### src/rtl/calc_pkg.sv
// Calculator shared definitions: 5-bit keycodes, the keypad scanner
// FSM state type, and the key-index to keycode lookup used by both
// keypad_scanner and the calculator core.
package calc_pkg;

    localparam int KEY_W = 5;

    // Function keycodes (digit keys are {1'b1, hex value})
    localparam logic [KEY_W-1:0] KEY_SQR     = 5'b00001;
    localparam logic [KEY_W-1:0] KEY_CH_SIGN = 5'b00010;
    localparam logic [KEY_W-1:0] KEY_EQUALS  = 5'b00011;
    localparam logic [KEY_W-1:0] KEY_CA      = 5'b00100;
    localparam logic [KEY_W-1:0] KEY_MULTI   = 5'b01001;
    localparam logic [KEY_W-1:0] KEY_SUB     = 5'b01010;
    localparam logic [KEY_W-1:0] KEY_ADD     = 5'b01011;
    localparam logic [KEY_W-1:0] KEY_CE      = 5'b01100;

    // Matrix position with no key legend; scanned but never reported
    localparam logic [4:0] IDX_UNUSED = 5'd24;

    typedef enum logic [1:0] {
        ST_SCAN       = 2'd0,
        ST_PRESS_DB   = 2'd1,
        ST_HELD       = 2'd2,
        ST_RELEASE_DB = 2'd3
    } kp_state_e;

    // Matrix index (col*5 + row) to calculator keycode
    function automatic logic [KEY_W-1:0] index_to_keycode(input logic [4:0] idx);
        logic [KEY_W-1:0] code;
        code = 5'b00000;
        if (idx < 5'd16) begin
            code = {1'b1, idx[3:0]};
        end else begin
            case (idx)
                5'd16:   code = KEY_SQR;
                5'd17:   code = KEY_CH_SIGN;
                5'd18:   code = KEY_EQUALS;
                5'd19:   code = KEY_CA;
                5'd20:   code = KEY_MULTI;
                5'd21:   code = KEY_SUB;
                5'd22:   code = KEY_ADD;
                5'd23:   code = KEY_CE;
                default: code = 5'b00000;
            endcase
        end
        return code;
    endfunction

    // True when exactly one active-low row line is asserted
    function automatic logic single_low(input logic [4:0] row_n);
        return $countones(~row_n) == 1;
    endfunction

    // Position of the (lowest) asserted active-low row line
    function automatic logic [2:0] low_row(input logic [4:0] row_n);
        logic [2:0] r;
        r = 3'd0;
        for (int i = 4; i >= 0; i--) begin
            if (!row_n[i]) r = 3'(i);
        end
        return r;
    endfunction

endpackage

### src/rtl/key_sync.sv
// Parameterised-width two-flop synchroniser for asynchronous pad inputs.
// Resets to all-ones, the idle level of pulled-up active-low pads.
module key_sync #(
    parameter int WIDTH = 5
) (
    input  logic             clk,
    input  logic             rst_n,
    input  logic [WIDTH-1:0] i_async,
    output logic [WIDTH-1:0] o_sync
);

    logic [WIDTH-1:0] r_meta;
    logic [WIDTH-1:0] r_sync;

    // Two-stage capture of the pad value into the clk domain
    always_ff @(posedge clk or negedge rst_n) begin
        if (!rst_n) begin
            // NOTE: reset to the idle (released) level so no phantom key press follows reset
            r_meta <= '1;
            r_sync <= '1;
        end else begin
            // NOTE: non-blocking so both stages update from pre-edge values, giving a true 2-flop chain
            r_meta <= i_async;
            r_sync <= r_meta;
        end
    end

    assign o_sync = r_sync;

endmodule

### src/rtl/keypad_scanner.sv
// 5x5 keypad scanner: drives one column at a time, debounces a single
// pressed key and emits its calculator keycode with a one-cycle newkey.
// Optional macro KEYPAD_REPEAT_EN enables auto-repeat of held digit keys.
module keypad_scanner
    import calc_pkg::*;
#(
    parameter int SCAN_DIV      = 1000,
    parameter int DEBOUNCE_CNT  = 20,
    parameter int CNT_W         = 16
`ifdef KEYPAD_REPEAT_EN
    ,
    parameter int REPEAT_CYCLES = 50_000_000
`endif
) (
    input  logic       clk,
    input  logic       rst_n,
    output logic [4:0] col_n,
    input  logic [4:0] row_n,
    output logic [4:0] keycode,
    output logic       newkey,
    output logic       key_held
);

    logic [4:0]       w_row_sync;
    logic             w_tick;
    logic             w_single;
    logic [2:0]       w_row_idx;
    logic [4:0]       w_index;
    logic [4:0]       w_held_pat;
    logic             w_same;
    logic             w_all_high;
    logic             w_db_last;
    logic [CNT_W-1:0] w_db_inc;
    logic [2:0]       w_col_next;
    logic             w_rep_fire;

    logic [CNT_W-1:0] r_div_cnt;
    kp_state_e        r_state;
    logic [2:0]       r_col;
    logic [4:0]       r_col_n;
    logic [2:0]       r_row;
    logic [4:0]       r_index;
    logic [CNT_W-1:0] r_db_cnt;
    logic [4:0]       r_keycode;
    logic             r_newkey;
    logic             r_key_held;

    key_sync #(.WIDTH(5)) u_row_sync (
        .clk     (clk),
        .rst_n   (rst_n),
        .i_async (row_n),
        .o_sync  (w_row_sync)
    );

    // Sample point: last cycle of each column period
    assign w_tick     = (r_div_cnt == CNT_W'(SCAN_DIV - 1));
    assign w_single   = single_low(w_row_sync);
    assign w_row_idx  = low_row(w_row_sync);
    assign w_index    = ({2'b00, r_col} * 5'd5) + {2'b00, w_row_idx};
    assign w_held_pat = ~(5'b00001 << r_row);
    assign w_same     = (w_row_sync == w_held_pat);
    assign w_all_high = &w_row_sync;
    assign w_db_last  = (r_db_cnt >= CNT_W'(DEBOUNCE_CNT - 1));
    assign w_db_inc   = (r_db_cnt == '1) ? r_db_cnt : r_db_cnt + 1'b1;
    assign w_col_next = (r_col == 3'd4) ? 3'd0 : r_col + 3'd1;

`ifdef KEYPAD_REPEAT_EN
    localparam int REP_W = $clog2(REPEAT_CYCLES + 1);
    logic [REP_W-1:0] r_rep_cnt;

    assign w_rep_fire = (r_state == ST_HELD) && r_keycode[4] &&
                        (r_rep_cnt == REP_W'(REPEAT_CYCLES - 1));

    // Hold-time counter for digit auto-repeat; restarts on each pulse
    always_ff @(posedge clk or negedge rst_n) begin
        if (!rst_n) begin
            r_rep_cnt <= '0;
        end else if (r_state != ST_HELD || w_rep_fire) begin
            r_rep_cnt <= '0;
        end else if (r_rep_cnt != '1) begin
            r_rep_cnt <= r_rep_cnt + 1'b1;
        end
    end
`else
    assign w_rep_fire = 1'b0;
`endif

    // Column period divider, free-running in every state
    always_ff @(posedge clk or negedge rst_n) begin
        if (!rst_n) begin
            r_div_cnt <= '0;
        end else if (w_tick) begin
            r_div_cnt <= '0;
        end else begin
            r_div_cnt <= r_div_cnt + 1'b1;
        end
    end

    // Scan / debounce FSM with registered column drive and key outputs
    always_ff @(posedge clk or negedge rst_n) begin
        if (!rst_n) begin
            r_state    <= ST_SCAN;
            r_col      <= 3'd0;
            r_col_n    <= 5'b11110;
            r_row      <= 3'd0;
            r_index    <= 5'd0;
            r_db_cnt   <= '0;
            r_keycode  <= 5'b00000;
            r_newkey   <= 1'b0;
            r_key_held <= 1'b0;
        end else begin
            r_newkey <= w_rep_fire;
            case (r_state)
                ST_SCAN: begin
                    if (w_tick) begin
                        if (w_single) begin
                            r_index  <= w_index;
                            r_row    <= w_row_idx;
                            r_db_cnt <= '0;
                            r_state  <= ST_PRESS_DB;
                        end else begin
                            r_col   <= w_col_next;
                            r_col_n <= {r_col_n[3:0], r_col_n[4]};
                        end
                    end
                end
                ST_PRESS_DB: begin
                    if (w_tick) begin
                        if (w_same) begin
                            if (w_db_last) begin
                                r_db_cnt   <= '0;
                                r_key_held <= 1'b1;
                                r_state    <= ST_HELD;
                                if (r_index != IDX_UNUSED) begin
                                    r_keycode <= index_to_keycode(r_index);
                                    r_newkey  <= 1'b1;
                                end
                            end else begin
                                r_db_cnt <= w_db_inc;
                            end
                        end else begin
                            r_db_cnt <= '0;
                            r_state  <= ST_SCAN;
                            r_col    <= w_col_next;
                            r_col_n  <= {r_col_n[3:0], r_col_n[4]};
                        end
                    end
                end
                ST_HELD: begin
                    if (w_tick && !w_same) begin
                        r_db_cnt <= '0;
                        r_state  <= ST_RELEASE_DB;
                    end
                end
                ST_RELEASE_DB: begin
                    if (w_tick) begin
                        if (!w_row_sync[r_row]) begin
                            r_db_cnt <= '0;
                            r_state  <= ST_HELD;
                        end else if (w_all_high) begin
                            if (w_db_last) begin
                                r_db_cnt   <= '0;
                                r_key_held <= 1'b0;
                                r_state    <= ST_SCAN;
                            end else begin
                                r_db_cnt <= w_db_inc;
                            end
                        end else begin
                            r_db_cnt <= '0;
                        end
                    end
                end
                default: r_state <= ST_SCAN;
            endcase
        end
    end

    assign col_n    = r_col_n;
    assign keycode  = r_keycode;
    assign newkey   = r_newkey;
    assign key_held = r_key_held;

endmodule
### config.mk
export PLATFORM = sky130hd
export DESIGN_NAME = keypad_scanner
export DESIGN_NICKNAME = d
export VERILOG_FILES = /design/src/rtl/calc_pkg.sv /design/src/rtl/key_sync.sv /design/src/rtl/keypad_scanner.sv
export SDC_FILE = /design/constraint.sdc
export NUM_CORES = 1
export LEC_CHECK = 0
export ABC_CLOCK_PERIOD_IN_PS = 8520
export CELL_PAD_IN_SITES_DETAIL_PLACEMENT = 1
export CELL_PAD_IN_SITES_GLOBAL_PLACEMENT = 2
export CORE_MARGIN = 2
export CORE_UTILIZATION = 43
export DETAILED_ROUTE_END_ITERATION = 16
export PLACE_DENSITY_LB_ADDON = 0.1
export SETUP_SLACK_MARGIN = 0.1
export SKIP_CTS_REPAIR_TIMING = 1
export SLEW_MARGIN = 25
export SYNTH_ARGS = -nofsm -noshare
export SYNTH_HDL_FRONTEND = slang
export SYNTH_HIERARCHICAL = 1
export SYNTH_SLANG_ARGS = --single-unit
### constraint.sdc
create_clock -name clk -period 8.52 [get_ports clk]
set_clock_uncertainty 0.2 [all_clocks]
set_input_delay 2.13 -clock clk [delete_from_list [all_inputs] [get_ports clk]]
set_output_delay 2.13 -clock clk [all_outputs]
set_load 0.03 [all_outputs]
==> impl_metrics.ini <==
[power_and_ir_drop]
peakVddDrop_uv = 69.9
p_clk_share_pct = 46.4
p_comb_share_pct = 3.4
cellPowerDensity_nw_per_um2 = 161
power_switching_uw = 153
intPower_uw = 497
p_leak_uw = 0.00180
switching_share_pct = 23.5
pwr-share-seq_pct = 50.2

[clock_tree]
cts_max_level = 3
cts_tree = yes
cts.path.max_buffers = 2
cts.sink_count = 67
cts-root-buf = clkbuf_8
clk_latency_ps = 350
path_clk_slew_ps = 80
cts_buffers = 9

[global_route]
grt_pass1_wl_um = 12600
grt_max_degree = 68
grt-ovfl-total = 0
grt_antenna_before_repair = 0
grt_pass1_vias = 2519
grt_util_all_layers_pct = 18.5

[finish]
n_fill_cell = 877
final_common_cell = dfrtp_1
drive_gt1_share_pct = 20.2
syn_to_final_growth_pct = 13.7
regArea_um2 = 1690
multi_input_area_um2 = 1750
fin_cells = 452
layout_common_cells = 53 x dfrtp_1, 22 x nor2_1, 22 x nand2_1
finalNetCount = 368
diodes = 0

[outcome]
outcome = finished, final reports clean

[synthesis]
syn_area_um2 = 3560
yosys_register_bits = 67
synthMuxAreaShare_pct = 6.05
synth-xor-area-share_pct = 4.18
syn_area_per_cell_um2 = 11.2
synth_edf_count = 0
synth_nets = 345
synthFlopType = dfrtp_1
ys_warn_count = 6
async_flop_share_pct = 100
synthCells = 319
synth-simple-area-share_pct = 19.4
synth_compound_area_share_pct = 12.3
ys_seq_area_share_pct = 47.6
synth_top_family_by_area = simple AND/OR/NAND/NOR gates
yosys.area_share.adder_pct = 7.31
synth_cell_types = 61

[detailed_routing]
postRouteAntennaNets = 0
drtIter0Drc = 64
drc = 0
drt-total-wl_um = 7410
num_vias = 2497
drt_pass1_iterations = 4
wl_per_cell_um = 16.4
vias_per_cell = 5.52

[setup_path]
crit_buf_inv = 1
endpoint_kind = output pin
cp-start-kind = flop
crit_path_max_incr_delay_ps = 670
critPathKind = flop to output pin
critical_path.slowest_cell = clkdlybuf4s50_1
critical_path.max_fanout = 3
crit_required_ps = 6190
reg2reg_setup_slack_ps = 5020
path_cells = clkdlybuf4s50_1
arrival_ps = 1570
crit_family = buffers and inverters

[floorplanning]
pin_count = 19
rows = 33
core_um2 = 8130
start_util_pct = 43.7
die_width_um = 95.0
die_area_um2 = 9020
dieHeight_um = 95.0

[placement]
placed_cells = 436
portBuffers = 18
hpwl_um = 5030
gp_congestion = 0.749

[timing]
setup-tns-final_ps = 0
rsz0062_at_grt = no
max_freq_mhz = 256
setup_viol = 0
max-slew-margin-rel_pct = 42.3
min_period_ps = 3900
hold_ws_ps = 161
min_period_over_period_pct = 45.8
hold_viol_final = 0
worst_slew_pin_slew_ps = 866
drv_slew = 0

[job]
drv_cap = 0

[worst_hold_path]
hp-class = flop to flop
## per-stage QoR
step	utilization, %	total power (uW)	instance area [um2]	worst slack [ps]
finish	49.7	650	4050	4620
global placement	47.0	354	3820	5000
detailed placement	47.0	355	3820	5000
floorplan	-	342	3560	5300
CTS	49.7	661	4050	4600
global route	49.7	677	4050	4570
## state kept, by name, summed over array words and instances (netlist names)
| signal | flops |
|---|---|
| u_row_sync/o_sync | 5 |
| r_div_cnt | 16 |
| keycode | 5 |
| u_row_sync/r_meta | 5 |
| r_state | 2 |
| col_n | 5 |
| r_row | 3 |
| key_held | 1 |
| r_index | 5 |
| r_col | 3 |
| newkey | 1 |
| r_db_cnt | 16 |
## cells in the mapped netlist, drive strengths merged (2+ instances only)
| library cell | number | share of area (%) |
|---|---|---|
| fa | 3 | 1.7 |
| ha | 16 | 5.6 |
| and3 | 3 | 0.53 |
| nor2b | 7 | 1.2 |
| xor2 | 8 | 2.0 |
| nor2 | 32 | 4.1 |
| nand4 | 11 | 2.1 |
| nor3 | 7 | 0.98 |
| xnor2 | 9 | 2.2 |
| a21o | 2 | 0.42 |
| a41oi | 4 | 1.2 |
| a211oi | 2 | 0.56 |
| o31ai | 3 | 0.63 |
| nand2 | 22 | 2.3 |
| o21ai | 13 | 1.9 |
| dfrtp | 53 | 37 |
| nand3 | 11 | 1.5 |
| a21oi | 13 | 1.8 |
| inv | 14 | 1.5 |
| buf | 6 | 1.4 |
| clkbuf | 2 | 0.25 |
| nand2b | 3 | 0.53 |
| and2 | 7 | 1.2 |
| a221oi | 2 | 1.2 |
| a31oi | 2 | 0.35 |
| mux2 | 14 | 4.9 |
| and4 | 4 | 0.98 |
| dfstp | 14 | 10 |
| a22oi | 2 | 0.70 |
| o311ai | 2 | 0.98 |
| and4bb | 2 | 0.70 |
| mux2i | 2 | 0.56 |
| or3 | 4 | 0.70 |
| nor4 | 6 | 1.1 |
## logic make-up after synthesis
group                      count (synthesis)
and+or+nand+nor                          124
DFF                                       67
AOI/OAI and AO/OA                         53
buffers and inverters                     22
adders and majority gates                 19
xor gates and xnor gates                  17
muxes                                     17
## power by group through the flow
stage          combinational, uW  sequential (uW)  clock [uW]
6_report                    21.8              326         302
5_1_grt                     25.3              327         325
4_1_cts                     22.7              327         312
3_5_place_dp                22.3              332           0
3_3_place_gp                21.8              332           0
2_1_floorplan               10.4              331           0
## worst paths after layout
check,start,endpoint,cells after the start
setup / recovery,col_n[2],col_n[2],1
hold / removal,u_row_sync/r_meta[4],u_row_sync/o_sync[4],0
setup reg to reg,u_row_sync/o_sync[1],r_db_cnt[1],9
hold reg to reg,u_row_sync/r_meta[4],u_row_sync/o_sync[4],0
max in group asynchronous,rst_n,r_row[1],2
min in group asynchronous,rst_n,r_db_cnt[14],2
## per-layer routing
layer / share of wire [%] / global-route usage (%) / vias to the layer above / wire length (um)
met3: 3.3 / 4.95 / 14 / 245
met5: 0 / 0 / - / 0
met1: 50 / 26.1 / 1253 / 3710
met2: 45 / 27.1 / 30 / 3310
li1: - / - / 1200 / -
met4: 1.9 / 7.37 / 0 / 144
## final cells by class
| class | instances | share of cell area [%] |
|---|---|---|
| Inverter | 14 | 1.30 |
| Clock buffer | 9 | 3.06 |
| Timing Repair Buffer | 20 | 4.70 |
| Multi-Input combinational cell | 230 | 43.3 |
| Sequential cell | 67 | 41.9 |
| Tap cell | 105 | 3.25 |
| Clock inverter | 7 | 2.47 |
(Power assumes the default switching activity.)
